**config.mk**
```make
export PLATFORM = sky130hd
export DESIGN_NAME = acq_hold_sym
export DESIGN_NICKNAME = d
export VERILOG_FILES = /design/src/rtl/acq_hold_sym.sv
export SDC_FILE = /design/constraint.sdc
export NUM_CORES = 1
export LEC_CHECK = 0
export BUFFER_PORTS_ARGS = -buffer_cell sky130_fd_sc_hd__buf_2
export CAP_MARGIN = 15
export CORE_MARGIN = 5
export CORE_UTILIZATION = 55
export CTS_BUF_LIST = sky130_fd_sc_hd__clkbuf_2
export CTS_CLUSTER_SIZE = 40
export DETAILED_ROUTE_END_ITERATION = 16
export PLACE_DENSITY = 0.72
export SLEW_MARGIN = 30
export SYNTH_ARGS = -nofsm -noshare
export SYNTH_HDL_FRONTEND = slang
export SYNTH_SLANG_ARGS = --single-unit
export TNS_END_PERCENT = 100
```
**constraint.sdc**
```tcl
create_clock -name clk -period 4.75 [get_ports clk]
set_clock_uncertainty 0.05 [all_clocks]
set_input_delay 0.2375 -clock clk [delete_from_list [all_inputs] [get_ports clk]]
set_output_delay 0.2375 -clock clk [all_outputs]
set_load 0.02 [all_outputs]
```
**src/rtl/acq_hold_sym.sv**
```systemverilog
// acq_hold_sym: mid-bit sampler for a slow async serial line, with phase resync on every
// transition and a 1..SYM_W bit symbol hold. Define ACQ_HOLD_GRAY_EN to Gray-code symbols.
module acq_hold_sym #(
    parameter int unsigned CLKS_PER_BIT = 25000,
    parameter int unsigned SYM_W        = 4
) (
    input  logic             clk,
    input  logic             rst,
    input  logic             in,
    input  logic             en,
    input  logic [1:0]       mode,
    output logic [SYM_W-1:0] out,
    output logic             sym_valid,
    output logic             bit_tick
);

    localparam int unsigned   PW   = $clog2(CLKS_PER_BIT);
    localparam int unsigned   CW   = $clog2(SYM_W + 1);
    localparam logic [PW-1:0] HALF = PW'(CLKS_PER_BIT / 2);
    localparam logic [PW-1:0] LAST = PW'(CLKS_PER_BIT - 1);

    typedef enum logic [0:0] {StIdle, StRun} state_e;

    state_e           state;
    logic             in_meta, in_s, in_d, in_edge;
    logic [PW-1:0]    phase;
    logic [CW-1:0]    bit_cnt;
    logic [SYM_W-1:0] shreg;
    logic [1:0]       mode_q;
    logic [CW-1:0]    nb;
    logic [SYM_W-1:0] shreg_nxt;
    logic [SYM_W-1:0] sym_nxt;
    logic             sample;
    logic             sym_done;

    always_ff @(posedge clk) begin
        if (!rst) begin
            in_meta <= 1'b0;
            in_s    <= 1'b0;
            in_d    <= 1'b0;
        end else begin
            in_meta <= in;
            in_s    <= in_meta;
            in_d    <= in_s;
        end
    end

    assign in_edge = in_s ^ in_d;

    always_comb begin
        int unsigned req;
        req = int'(mode_q) + 1;
        nb  = (req > SYM_W) ? CW'(SYM_W) : CW'(req);
    end

    // A transition in the same cycle as the mid-bit point wins: resync, no sample.
    assign sample    = (state == StRun) && en && (phase == HALF) && !in_edge;
    assign bit_tick  = sample && rst;
    assign sym_done  = sample && ((bit_cnt + CW'(1)) == nb);
    assign shreg_nxt = (shreg << 1) | SYM_W'(in_s);

    // Shift register is cleared at every boundary, so bits above NB are already zero.
`ifdef ACQ_HOLD_GRAY_EN
    assign sym_nxt = shreg_nxt ^ (shreg_nxt >> 1);
`else
    assign sym_nxt = shreg_nxt;
`endif

    always_ff @(posedge clk) begin
        if (!rst) begin
            state     <= StIdle;
            phase     <= '0;
            bit_cnt   <= '0;
            shreg     <= '0;
            mode_q    <= mode;
            out       <= '0;
            sym_valid <= 1'b0;
        end else begin
            sym_valid <= 1'b0;
            if (!en || state == StIdle) begin
                phase   <= '0;
                bit_cnt <= '0;
                shreg   <= '0;
                if (state == StIdle) begin
                    mode_q <= mode;
                end
                state <= (en && in_edge) ? StRun : StIdle;
            end else begin
                if (in_edge || phase == LAST) begin
                    phase <= '0;
                end else begin
                    phase <= phase + PW'(1);
                end
                if (sym_done) begin
                    out       <= sym_nxt;
                    sym_valid <= 1'b1;
                    bit_cnt   <= '0;
                    shreg     <= '0;
                    mode_q    <= mode;
                end else if (sample) begin
                    shreg   <= shreg_nxt;
                    bit_cnt <= bit_cnt + CW'(1);
                end
            end
        end
    end

endmodule

```
---- Word level (Yosys, flattened, before mapping) ----
Cells that the tools add are included.
storage, ports and cells
  logic and storage cells ................. 46
  register bits after elaboration ......... 32
  input bits .............................. 6
  output and inout bits ................... 6
operators by class
  bitwise operators ....................... 5
  magnitude comparators ................... 1
  reduce and logical (&&, ||, !) cells .... 15
  mux-type cells .......................... 7
  add/subtract/negate cells ............... 3
  equal/unequal tests ..................... 5
operators with widths
  cell                                                                     count
  15-bit by 1-bit adder with 15-bit output, second input constant          1
  15-bit by 14-bit equality test with 1-bit output, second input constant  1
  15-bit equality test, second input constant                              1
  2-bit two-way mux                                                        4
  1-bit logical AND                                                        6
  3-bit OR reduction                                                       2
  4-bit by 1-bit bitwise OR with 4-bit output                              1
  2-bit AND reduction                                                      2
  2-bit by 1-bit adder with 3-bit output, second input constant            1
  3-bit by 1-bit adder with 3-bit output, second input constant            1
  3-bit equality test                                                      1
  3-bit > comparator, second input constant                                1
  3-bit two-way mux                                                        1
  3-bit by 1-bit inequality test with 1-bit output, second input constant  1
  3-bit inequality test, second input constant                             1
  1-bit inverter                                                           3
  1-bit logical NOT                                                        2
  1-bit logical OR                                                         2
  1-bit two-way mux                                                        2
  2-bit OR reduction                                                       1
  1-bit bitwise XOR                                                        1

---- Longest topological paths before layout ----
  depth after elaboration ................. 8
  depth in mapped cells ................... 7
  depth with buffers taken out ............ 6

---- Worst setup path after synthesis ----
Ideal clock, no wire load.
  path type ............................... reg2out
  from .................................... register phase[3]
  to ...................................... output port bit_tick
  stages on the path, launching flop included .. 5
  arrival time ............................ 2,079 ps
  required time ........................... 4,463 ps
  setup slack ............................. 2,384 ps
  path through ............................ dfxtp_1 > or4b_4 > or4_4 > clkbuf_1 > nor3_1
between the ends
  cells in the longest elaborated chain, start to end .. 4
ends and longest elaborated chain
  what                                              RTL line  RTL
  from (decl)                                       26        logic [PW-1:0] phase;
  from (signal assigned)                            92        phase <= phase + PW'(1);
  15-bit by 14-bit equality test with 1-bit output  57        assign sample = (state == StRun) && en && (phase == HALF) && !in_edge;
  1-bit logical AND (2 in series)                   57
  1-bit logical AND                                 58        assign bit_tick = sample && rst;
  to (decl)                                         14        output logic bit_tick
Every way passes these cells.

---- Final worst setup path ----
  from .................................... register phase[9]
  to ...................................... output port bit_tick
Same word-level chain as after synthesis.

==> results by group <==
Power
  • Pwr/cell area: 261.5 nW/um^2
  • Seq pwr share: 65.1%
  • Leakage: 0.5132 nW
  • Peak supply drop: 0.2429 mV
  • Switching Share: 24.09%
  • Psw: 101.9 uW
  • Pint: 321.1 uW
  • Logic pwr share: 3.6%
  • Clk network pwr share: 31.4%

Timing
  • Worst slew pin tran: 0.7526 ns
  • Final hold vios: 0
  • FMAX: 383.3 MHz
  • RSZ-0062 raised after global routing: no
  • Max Slew Vio Count: 0
  • Minimum clock period: 2.609 ns
  • Setup Viol. Count Final: 0
  • Final worst-path cycle share: 54.93%
  • TNS Setup: 0 ns
  • Relative slew slack: 49.36%
  • Final setup margin: 2.141 ns

Min path
  • Worst min path class: in2reg

Worst setup path
  • Crit-path cells: or4b_4, or4_4, nor3_1, buf_2
  • Nature of the critical path endpoint: primary output
  • Type of origin of the critical path: flop
  • Slowest-stage cell, CP: or4_4
  • Crit path max fanout: 14
  • CP arrival: 2.32 ns
  • Worst Path Required: 4.46 ns
  • Max incr delay on CP: 0.62 ns
  • Top Family by Delay on Critical Path: simple AND/OR/NAND/NOR gates
  • Crit Path Class: reg2out
  • Bufs and invs on worst path: 1

Floorplanning
  • Rows: 18
  • Core ar.: 2500 sq um
  • Num ports: 12
  • Chip Width: 61.53 um
  • Chip height: 61.53 um
  • Die area: 3785 sq um
  • Initial Utilization: 58.41%

Clocking
  • Inserted Clock Buffers: 5
  • Worst-path clk slew: 0.17 ns
  • Clock root buffer: clkbuf_2
  • H-tree depth: 2
  • # resized after CTS: 0
  • Post-CTS setup buffers: 0
  • Clk sinks: 32
  • TritonCTS clock tree: built
  • Cts hold-fix bufs: 3
  • Clock latency on the worst-skew pair: 0.39 ns
  • CTS Buffer Depth: 2

Finish
  • Area Overhead vs Synth: 10.80%
  • Fraction of layout cells with a size suffix above 1: 13.56%
  • Nets: 186
  • # diodes: 0
  • Fill cell count: 218

Drt
  • Total wire length: 2.921 mm
  • First-pass DRT Iterations: 4
  • DRC Markers: 0
  • Initial DRC count: 53
  • Final ANT Viol Nets: 0
  • Avg WL per Cell: 14.11 um
  • Vias per cell: 5.937
  • Via count: 1229

Global routing
  • Grt total ovfl: 0
  • Total GRT Usage: 18.48%
  • Global-route wire length before repair: 5.057 mm
  • Largest net degree at the start of global routing: 16
  • Initial antenna violation count: 0
  • Vias in the first global route: 1204

Placed design
  • IO buf count: 11
  • Pre-CTS setup slack: 2.205 ns
  • Global placement routability congestion: 0.8852
  • Final HPWL DP: 2.123 mm

Synthesis
  • Count leader, synth: dfxtp_1
  • Most common flop cell mapped by yosys: dfxtp_1
  • Syn_nets: 168
  • Post-synthesis sequential area ratio: 45.24%
  • Async S/R FF share, synth: 0%
  • Post-Syn Area: 1460 sq um
  • Post-synth EDFFs: 2
  • Number of library cell types mapped by synthesis: 34
  • Syn Area/Cell: 9.241 sq um
  • Yosys top cell area share: 41.13%
  • Biggest area consumer among synthesized cells: dfxtp_1
  • Most common library cells after synthesis: 30 x dfxtp_1, 19 x nor2_1, 12 x xnor2_1
  • Post-Synthesis Cells: 158
  • Synth top area cells: dfxtp_1 41%, xnor2_1 7.2%, nor2_1 4.9%, edfxtp_1 4.1%, nand3_1 3.8%
  • Yosys warns: 0
  • FF+latch count, synth: 32

Run
  • Maxcap violations: 0

Run status
  • Status: finished, final reports clean
registers in the layout, summed over array words and instances, names as in the netlist:
register / count
state: 1
in_d: 1
shreg: 3
mode_q: 2
sym_valid: 1
in_s: 1
bit_cnt: 3
phase: 15
out: 4
in_meta: 1
layer usage:
layer | vias up | part of all wire, % | track usage, %
met4 | 0 | 2.4 | 10.91
met5 | - | 0 | 0
met2 | 36 | 51 | 31.24
met3 | 7 | 6.0 | 7.338
met1 | 572 | 41 | 19.21
li1 | 614 | - | -
path summary, 6_finish.rpt:
path	start	end	slack (ns)	cells after the start
setup / recovery	phase[9]$_SDFF_PP0_	bit_tick	2.14	4
hold / removal	rst	in_s$_SDFF_PN0_	0.08	2
hold reg to reg	in_meta$_SDFF_PN0_	in_s$_SDFF_PN0_	0.41	1
setup reg to reg	phase[9]$_SDFF_PP0_	mode_q[0]$_DFFE_PP_	2.15	4
cells in the final DEF, fill, tap and decap left out, drive strengths merged, types with 5 or more instances in the layout:
master | netlist | final
buf | 0 | 11
dfxtp | 30 | 30
clkbuf | 4 | 7
nor3 | 5 | 5
nand4 | 8 | 8
o31ai | 5 | 5
nand2 | 8 | 8
nor4 | 7 | 7
nand3 | 11 | 11
a211oi | 6 | 6
nor2 | 19 | 19
inv | 5 | 5
o21ai | 6 | 6
xnor2 | 12 | 12
layout make-up:
type,count,area [sq um],share of cell area [%]
multi-input combinational,117,765.7,47.33
sequential,32,660.6,40.84
timing repair buffer,15,95.09,5.878
tap,30,37.54,2.320
clock buffer,7,35.03,2.166
inverter,5,18.77,1.160
clock inverter,1,5.005,0.3094
stage by stage:
stage                     util, %  hold slack (ns)  cell area, sq um  std cells  total power [mW]
after floorplan                 -           0.2864              1460        158            0.2885
after global placement      61.51           0.3633              1538        195            0.2927
after detailed placement    61.51           0.3667              1538        195            0.2934
after CTS                   64.31          0.01010              1608        206            0.4288
after global routing        64.71          0.05728              1618        207            0.4450
final                       64.71          0.08466              1618        207            0.4231
cells by family (layout without fill, tap and decap cells):
| kind of cell | Yosys count | after routing | share of synthesized area [%] |
|---|---|---|---|
| buf+inv | 9 | 28 | 2.313 |
| fa+ha+maj | 4 | 4 | 3.428 |
| simple gates | 74 | 74 | 27.68 |
| xor+xnor | 16 | 16 | 10.54 |
| flops | 32 | 32 | 45.24 |
| compound gates | 23 | 23 | 10.80 |
power by group through the flow:
stage	clock network [mW]	logic [mW]	registers (mW)
after global placement	0	0.0119	0.281
after global routing	0.152	0.0168	0.276
after detailed placement	0	0.0124	0.281
after floorplan	0	0.00789	0.281
final	0.133	0.0150	0.275
after CTS	0.139	0.0144	0.275
Power figures use the tool's default switching activity.
